--- src/rtl/payload_buffer_scheduler.sv ---
// Control-path arbiter for the shared payload buffer: one packet chain in flight at a time,
// round-robin between the ingress writer (slot 0) and the egress readers (slots 1..NUM_READERS).
module payload_buffer_scheduler #(
    parameter int NUM_READERS = 4,
    parameter int ADDR_W      = 8,
    parameter int CAP_W       = 9
) (
    input  logic                          clock,
    input  logic                          reset,
    input  logic                          wr_req,
    input  logic [CAP_W-1:0]              wr_blocks,
    input  logic                          wr_valid,
    input  logic                          wr_last,
    output logic                          wr_gnt,
    input  logic [NUM_READERS-1:0]        rd_req,
    input  logic [NUM_READERS*ADDR_W-1:0] rd_addr,
    input  logic [NUM_READERS-1:0]        rd_destructive,
    input  logic [NUM_READERS-1:0]        rd_ready,
    output logic [NUM_READERS-1:0]        rd_gnt,
    output logic [NUM_READERS-1:0]        rd_valid,
    output logic                          buf_enable,
    output logic                          buf_read_write,
    output logic [ADDR_W-1:0]             buf_rd_address,
    output logic                          buf_rd_is_first,
    output logic                          buf_rd_is_destructive,
    input  logic                          buf_rd_is_last,
    input  logic [CAP_W-1:0]              buf_capacity
);

    localparam int NSLOT = NUM_READERS + 1;
    localparam int PTR_W = $clog2(NSLOT);
    localparam int IDX_W = (NUM_READERS > 1) ? $clog2(NUM_READERS) : 1;

    typedef enum logic [1:0] {
        IDLE     = 2'd0,
        WRITE    = 2'd1,
        RD_FIRST = 2'd2,
        RD       = 2'd3
    } state_t;

    state_t                  state_r;
    state_t                  state_s;
    logic [PTR_W-1:0]        ptr_r;
    logic [PTR_W-1:0]        ptr_s;
    logic [IDX_W-1:0]        sel_r;
    logic [IDX_W-1:0]        sel_s;
    logic                    pending_r;
    logic                    pending_s;
    logic                    wr_gnt_r;
    logic                    wr_gnt_s;
    logic [NUM_READERS-1:0]  rd_gnt_r;
    logic [NUM_READERS-1:0]  rd_gnt_s;
    logic                    rw_r;
    logic                    rw_s;
    logic [ADDR_W-1:0]       addr_r;
    logic [ADDR_W-1:0]       addr_s;
    logic                    dest_r;
    logic                    dest_s;

    logic [NSLOT-1:0]        elig_s;
    logic [PTR_W:0]          sum_s;
    logic [PTR_W-1:0]        slot_s;
    logic                    found_s;
    logic [PTR_W-1:0]        win_s;
    logic [PTR_W-1:0]        win_next_s;
    logic [NUM_READERS-1:0]  win_onehot_s;
    logic [IDX_W-1:0]        win_idx_s;
    logic [ADDR_W-1:0]       win_addr_s;
    logic                    win_dest_s;
    logic                    sel_ready_s;

    assign sel_ready_s = rd_ready[sel_r];

    // Round-robin search from the pointer; a writer that cannot fit its packet is simply skipped.
    always_comb begin
        elig_s        = {NSLOT{1'b0}};
        elig_s[0]     = wr_req & (wr_blocks != {CAP_W{1'b0}}) & (buf_capacity >= wr_blocks);
        elig_s[NSLOT-1:1] = rd_req;
        sum_s         = {(PTR_W+1){1'b0}};
        slot_s        = {PTR_W{1'b0}};
        found_s       = 1'b0;
        win_s         = {PTR_W{1'b0}};
        for (int k = 0; k < NSLOT; k++) begin
            sum_s = {1'b0, ptr_r} + (PTR_W+1)'(k);
            if (sum_s >= (PTR_W+1)'(NSLOT)) begin
                sum_s = sum_s - (PTR_W+1)'(NSLOT);
            end else begin
                sum_s = sum_s;
            end
            slot_s = sum_s[PTR_W-1:0];
            if (!found_s && elig_s[slot_s]) begin
                found_s = 1'b1;
                win_s   = slot_s;
            end else begin
                found_s = found_s;
            end
        end
        if (win_s == PTR_W'(NSLOT - 1)) begin
            win_next_s = {PTR_W{1'b0}};
        end else begin
            win_next_s = win_s + PTR_W'(1);
        end
    end

    // Decode the winning slot into the reader's index, head address and destructive flag.
    always_comb begin
        win_onehot_s = {NUM_READERS{1'b0}};
        win_idx_s    = {IDX_W{1'b0}};
        win_addr_s   = {ADDR_W{1'b0}};
        win_dest_s   = 1'b0;
        for (int i = 0; i < NUM_READERS; i++) begin
            if (win_s == PTR_W'(i + 1)) begin
                win_onehot_s[i] = 1'b1;
                win_idx_s       = IDX_W'(i);
                win_addr_s      = rd_addr[i*ADDR_W +: ADDR_W];
                win_dest_s      = rd_destructive[i];
            end else begin
                win_onehot_s[i] = 1'b0;
            end
        end
    end

    // Next-state logic; read/write direction, address and destructive flag only change at a grant.
    always_comb begin
        state_s   = state_r;
        ptr_s     = ptr_r;
        sel_s     = sel_r;
        pending_s = pending_r;
        wr_gnt_s  = wr_gnt_r;
        rd_gnt_s  = rd_gnt_r;
        rw_s      = rw_r;
        addr_s    = addr_r;
        dest_s    = dest_r;
        case (state_r)
            IDLE: begin
                if (found_s) begin
                    ptr_s = win_next_s;
                    if (win_s == {PTR_W{1'b0}}) begin
                        state_s  = WRITE;
                        wr_gnt_s = 1'b1;
                        rw_s     = 1'b1;
                    end else begin
                        state_s  = RD_FIRST;
                        rd_gnt_s = win_onehot_s;
                        sel_s    = win_idx_s;
                        addr_s   = win_addr_s;
                        dest_s   = win_dest_s;
                        rw_s     = 1'b0;
                    end
                end else begin
                    state_s = IDLE;
                end
            end
            WRITE: begin
                if (wr_valid && wr_last) begin
                    state_s  = IDLE;
                    wr_gnt_s = 1'b0;
                end else begin
                    state_s = WRITE;
                end
            end
            RD_FIRST: begin
                if (sel_ready_s) begin
                    state_s   = RD;
                    pending_s = 1'b1;
                end else begin
                    state_s = RD_FIRST;
                end
            end
            RD: begin
                // The consume of the last block is the commit access; release on the following edge.
                if (pending_r && sel_ready_s && buf_rd_is_last) begin
                    state_s   = IDLE;
                    pending_s = 1'b0;
                    rd_gnt_s  = {NUM_READERS{1'b0}};
                end else begin
                    state_s = RD;
                end
            end
            default: begin
                state_s   = IDLE;
                pending_s = 1'b0;
                wr_gnt_s  = 1'b0;
                rd_gnt_s  = {NUM_READERS{1'b0}};
            end
        endcase
    end

    // State and control registers with synchronous reset.
    always_ff @(posedge clock) begin
        if (reset) begin
            state_r   <= IDLE;
            ptr_r     <= {PTR_W{1'b0}};
            sel_r     <= {IDX_W{1'b0}};
            pending_r <= 1'b0;
            wr_gnt_r  <= 1'b0;
            rd_gnt_r  <= {NUM_READERS{1'b0}};
            rw_r      <= 1'b0;
            addr_r    <= {ADDR_W{1'b0}};
            dest_r    <= 1'b0;
        end else begin
            state_r   <= state_s;
            ptr_r     <= ptr_s;
            sel_r     <= sel_s;
            pending_r <= pending_s;
            wr_gnt_r  <= wr_gnt_s;
            rd_gnt_r  <= rd_gnt_s;
            rw_r      <= rw_s;
            addr_r    <= addr_s;
            dest_r    <= dest_s;
        end
    end

    // Buffer enable follows the owner's strobe in the same cycle so stalls never issue an access.
    always_comb begin
        buf_enable      = 1'b0;
        buf_rd_is_first = 1'b0;
        rd_valid        = {NUM_READERS{1'b0}};
        case (state_r)
            IDLE: begin
                buf_enable = 1'b0;
            end
            WRITE: begin
                buf_enable = wr_valid;
            end
            RD_FIRST: begin
                buf_enable      = sel_ready_s;
                buf_rd_is_first = 1'b1;
            end
            RD: begin
                buf_enable = sel_ready_s;
                rd_valid   = rd_gnt_r & {NUM_READERS{pending_r}};
            end
            default: begin
                buf_enable = 1'b0;
            end
        endcase
    end

    assign wr_gnt                = wr_gnt_r;
    assign rd_gnt                = rd_gnt_r;
    assign buf_read_write        = rw_r;
    assign buf_rd_address        = addr_r;
    assign buf_rd_is_destructive = dest_r;

endmodule

--- config.mk ---
export PLATFORM = sky130hd
export DESIGN_NAME = payload_buffer_scheduler
export DESIGN_NICKNAME = d
export VERILOG_FILES = /design/src/rtl/payload_buffer_scheduler.sv
export SDC_FILE = /design/constraint.sdc
export NUM_CORES = 1
export LEC_CHECK = 0
export ABC_AREA = 0
export CORE_MARGIN = 4
export CORE_UTILIZATION = 27
export DETAILED_ROUTE_END_ITERATION = 6
export PLACE_DENSITY_LB_ADDON = 0.25
export SLEW_MARGIN = 15
export SYNTH_ARGS = -nofsm -noshare
export SYNTH_HDL_FRONTEND = slang
export SYNTH_SLANG_ARGS = --single-unit
--- constraint.sdc ---
create_clock -name clock -period 7.25 [get_ports clock]
set_input_delay 1.0875 -clock clock [delete_from_list [all_inputs] [get_ports clock]]
set_output_delay 1.0875 -clock clock [all_outputs]
set_load 0.005 [all_outputs]
# Yosys cells after proc, flatten, opt, wreduce, memory -nomap -nowiden
# Index checks and enable logic that the tools add are counted.
dict set report op_classes {
  muxes 64
  n_reduce_logical 23
  eq_ne 13
  addsub 10
  bitwise 4
  order_cmp 12
}
# operator count
set ops {}
lappend ops {{$mux 3} 11}
lappend ops {{$mux 8} 4}
lappend ops {{$mux 1} 29}
lappend ops {{$lt 3x4->1 const B} 5}
lappend ops {{$ge 4x3->1 const B} 4}
lappend ops {{$mux 4} 4}
lappend ops {{$bmux 1 s3} 5}
lappend ops {{$sub 3x3->3 const B} 5}
lappend ops {{$ne 2x2->1 const B} 6}
lappend ops {{$mux 2} 5}
lappend ops {{$ge 9x9->1} 1}
lappend ops {{$reduce_bool 9->1} 1}
lappend ops {{$add 3x2->4 const B} 2}
lappend ops {{$pmux 2 s4} 1}
lappend ops {{$pmux 4 s2} 1}
lappend ops {{$reduce_and 4->1} 2}
lappend ops {{$logic_and 1x1->1} 7}
lappend ops {{$eq 3x2->1 const B} 2}
lappend ops {{$reduce_and 3->1} 2}
lappend ops {{$reduce_bool 2->1} 3}
lappend ops {{$add 3x1->4 const B} 1}
lappend ops {{$add 3x3->4 const B} 1}
lappend ops {{$and 4x4->4} 1}
lappend ops {{$eq 2x2->1 const B} 2}
lappend ops {{16 further kinds} 21}
dict set report word_totals {
  word_cells 135
  input_bits 68
  register_bits 23
}

# Depth between registers and ports, before layout
dict set report depth {
  depth_word 23
  depth_mapped 23
  mapped_depth_nobuf 20
}

# Worst setup path before layout
# OpenSTA, ideal clock, no wires.
dict set report synth_path {
  path_type {in2reg}
  startpoint {in wr_blocks[2]}
  endpoint {reg addr_r[1], in the netlist buf_rd_address[1]}
  setup_time_ns 0.074
  path_slack_ns 2.731
  stages 18
  t_arrival_ns 4.445
  path_cell_list {inv_1 ha_1 a21oi_1 o21ai_0 a311oi_1 nor2_1 o41a_1 or4_4 nand2_2 inv_1 buf_2 ha_1 clkbuf_1 nor2b_1 nand2_1 nand2_1 mux2i_1 a31oi_1}
}
dict set report synth_via {
  elab_chain_len 23
}
# element line_no
set synth_lines {}
lappend synth_lines {{start: declaration} 11} ;# input logic [CAP_W-1:0] wr_blocks,
lappend synth_lines {{branches (longest 2 deep; another with $ge 9x9->1)} -}
lappend synth_lines {{$and 1x1->1 (*)} 77} ;# elig_s[0] = wr_req & (wr_blocks != {CAP_W{1'b0}}) & (buf_capacity >= wr_blocks);
lappend synth_lines {{$bmux 1 s3} 91} ;# if (!found_s && elig_s[slot_s]) begin
lappend synth_lines {{$mux 1 (not written as such)} 91}
lappend synth_lines {{$mux 1} 91}
lappend synth_lines {{$logic_not 1->1} 91}
lappend synth_lines {{$logic_and 1x1->1} 91}
lappend synth_lines {{$mux 1} 91}
lappend synth_lines {{(+3 left out)} -}
lappend synth_lines {{$logic_not 1->1} 91}
lappend synth_lines {{$logic_and 1x1->1} 91}
lappend synth_lines {{$mux 1} 91}
lappend synth_lines {{$logic_not 1->1} 91}
lappend synth_lines {{$logic_and 1x1->1} 91}
lappend synth_lines {{$mux 3} 91}
lappend synth_lines {{$eq 3x1->1} 112} ;# if (win_s == PTR_W'(i + 1)) begin
lappend synth_lines {{$mux 8 (4 in series)} 112}
lappend synth_lines {{end signal: assignment} 199} ;# addr_r <= {ADDR_W{1'b0}};
lappend synth_lines {{end signal: assignment} 209} ;# addr_r <= addr_s;
lappend synth_lines {{end: declaration} 55} ;# logic [ADDR_W-1:0] addr_r;
# Mark *: on every way between the ends. The select of a mux whose other input is x is not followed.
# A chain may end at the register's enable or synchronous reset.

# Worst setup path after layout
dict set report layout_path {
  startpoint {in wr_blocks[8]}
  endpoint {reg addr_r[1], in the netlist buf_rd_address[1]}
}
# Same word-level chain as after synthesis.

==> impl_results.md <==
- Final Hold Violating Endpoints: 0
- Pre-Repair DR Iteration Count: 4
- Post-CTS Resized: 0
- Initial Util: 27.8%
- Syn Inst Count: about 380
- Root buf cell: clkbuf_8
- Routed wire length: 8.78 mm
- Least-Margin Pin Slew: 1.08 ns
- Via count: roughly 3100
- Mapped Area: 0.00288 sq mm
- Seq. cell area: around 460 sq um
- H-tree Lvls: 1
- Global Route Usage Sum: 13.6%
- Final core occ: 37.2%
- R2r setup slk: 1.74 ns
- Multi-input logic area: 0.00220 sq mm
- Synth Area in Compound Gates: 32.3%
- Crit. End Element: flip-flop
- Number of port buffers: 88
- RePlAce Congestion: 0.877
- Number of synthesized flops with an enable pin: 0
- Max-slew headroom: about 28%
- Post-route ant nets: 0
- Nets@finish: ~550
- Row count: 37
- XOR/XNOR Fraction of Synth Area: less than 1%
- Final Critical Period: 5.58 ns
- Initial antenna violation count: 0
- Vias in the first global route: between 3000 and 4000
- Top post-synthesis cells by area: dfxtp_1 16%, ha_1 9.6%, nand2_1 6.6%, mux2i_1 5.2%, a21oi_1 4.2%
- Period utilization: 77.0%
- Sequential fraction of the synthesis area: ~16%
- Clock Sinks: 23
- Leak: 1.47 nW
- Clk slew on worst S/H paths: 0.09 ns
- Mean Syn Cell Area: around 7.5 sq um
- Class of the worst hold path: reg2reg
- Via/cell ratio: between 5 and 6
- Setup Skew: 0.00657 ns
- Most common library cell in the layout ignoring fill and taps: clkdlybuf4s50_1
- Crit path DAT: 5.78 ns
- TritonCTS Buffers: 3
- Die height: 111 microns
- Ys async rst share: 0%
- Core Area: 0.0104 sq mm
- First-pass GRT wire length: 14.7 mm
- Area of the die: around 0.012 sq mm
- Number of synthesized register bits: 23
- Syn nets: 475
- Max stage delay cell, worst path: o41a_1
- Yosys warns: 0
- Post-synthesis mux area share: 6.77%
- Delay-heaviest family, CP: simple AND/OR/NAND/NOR gates
- GR Overflow Total: 0
- Diode count: 0
- Leading area contributor after synthesis: dfxtp_1
- RSZ-0062 raised after global routing: no
- Synth top area share: about 16%
- Worst Setup Path Type: in2reg
- Final Max Slew Viols: 0
- Num ports: 89
- Setup ws final: 1.67 ns
- Post-DP HPWL: 7.05 mm
- Status: complete, no violations
- Setup crit start kind: primary input
- Commonest cells after routing, fill and taps aside: 88 x clkdlybuf4s50_1, 51 x nand2_1, 24 x a21oi_1, 23 x dfxtp_1
- Main flop type after synthesis: dfxtp_1
- Filler instances: 1132
- Count of final setup violators: 0
- Largest net degree at the start of global routing: 34
- Max incr delay on CP: 0.55 ns
- Setup TNS: 0 ns
- Share of layout cells above drive strength 1: about 4.4%
- TritonCTS clock tree: yes
- Post-CTS Setup Repair Bufs: 0
- Worst-path maximum fanout: 19
- Die outline width: 111 microns
- Max-Cap Viols: 0
- Max VDD drop: 0.167 mV
- Syn-to-layout area delta: 33.9%
- Drt initial violations: 135
- Pre-CTS WS: 1.39 ns
- Buf/Inv on CP: 3
- Clock Latency Late Sink: 0.26 ns
- Simple-gate portion of the synthesized area: 26.1%
- DRC: 0
- DR WL/cell: 14.9 microns
- CP required: 7.45 ns
- Largest family of logic cells by synthesized area: compound AO/OA/AOI/OAI gates
- Clock Path Buffers: 2
- Cts-stage hold buffer count: 0
- CP cell instances: clkdlybuf4s50_1 -> inv_1 -> ha_1 -> a21oi_1 -> o21ai_0 -> a311oi_1 -> nor2_1 -> o41a_1 -> or4_4 -> nand2_2 -> inv_1 -> ha_1 -> nor2b_1 -> nand2_1 -> nand2_1 -> mux2i_1 -> a31oi_1
- Synth cell types: 72
- Power Density: 443 mW/mm^2
- Adder-Cell Fraction of Synth Area: 10.2%
- F_max: ~180 MHz
cells in the mapped netlist (3+ instances only):
master and instances:
nand4_1 3, inv_1 22, a21o_1 6, o21ai_0 17, a2bb2oi_1 4, nand3b_1 4, ha_1 22, dfxtp_1 23
and3_1 3, o22ai_1 3, buf_6 4, a31oi_1 10, nor3_1 9, a211oi_1 3, nand2b_1 8, nor2_1 22
clkbuf_1 8, nand4b_1 7, a2111oi_0 6, buf_2 8, and2_1 5, mux2i_1 15, a21oi_1 24, nor2b_1 11
nand2_1 51, a22oi_1 7, o21ai_1 8, or3_1 4, nand3_1 9
through the flow:
stage          hold slack [ns]  cell area [sq um]  power (mW)  cells
2_1_floorplan            0.438               2880        1.32    384
3_3_place_gp             0.449               3810        1.61    587
3_5_place_dp             0.446               3810        1.62    587
4_1_cts                  0.458               3860        1.70    591
5_1_grt                  0.483               3860        1.88    591
6_report                 0.449               3860        1.71    591
power by group:
group	total, mW	switching (mW)	internal (mW)
clock network	0.0808	0.0416	0.0392
registers	0.202	0.0340	0.168
logic	1.43	0.837	0.588
per-layer routing:
layer | track usage (%) | share of wire, % | vias to the layer above
met5 | 0 | 0 | -
met4 | 2.84 | 1.2 | 0
met3 | 2.07 | 5.2 | 10
met2 | 23.8 | 48 | 90
met1 | 17.8 | 45 | 1411
li1 | - | - | 1576
cell families (layout without fill, tap and decap cells):
group                    Yosys count  in the layout
buffers and inverters             46            117
AND/OR/NAND/NOR                  147            147
XOR/XNOR                           3              3
adder cells (fa/ha/maj)           23             23
AO/OA/AOI/OAI                    125            125
flip-flops                        23             23
multiplexers                      17             17
layout make-up:
class,instances,share of cell area (%)
flip-flops and latches,23,11.9
well taps,136,4.41
clock buffers,4,1.17
repair buffers,90,23.2
multi-input cells,315,57.0
inverters,23,2.24
worst min-delay path, delay by kind of cell, from the launching register on:
| family | cells | cell delay [ns] |
|---|---|---|
| AOI/OAI and AO/OA | 1 | 0.05 |
| buffers and inverters | 1 | 0.05 |
| DFF | 1 | 0.32 |
worst paths after layout:
kind / startpoint / endpoint / cells past startpoint
setup reg to reg: ptr_r[1] / buf_rd_address[1] / 17
hold / removal: wr_gnt / wr_gnt / 2
hold reg to reg: wr_gnt / wr_gnt / 2
setup / recovery: wr_blocks[8] / buf_rd_address[1] / 17
registers in the layout (all words and copies together) (netlist names):
name	count
rd_gnt	4
buf_read_write	1
buf_rd_address	8
state_r	2
buf_rd_is_destructive	1
sel_r	2
ptr_r	3
pending_r	1
wr_gnt	1
Power figures use the tool's default switching activity.
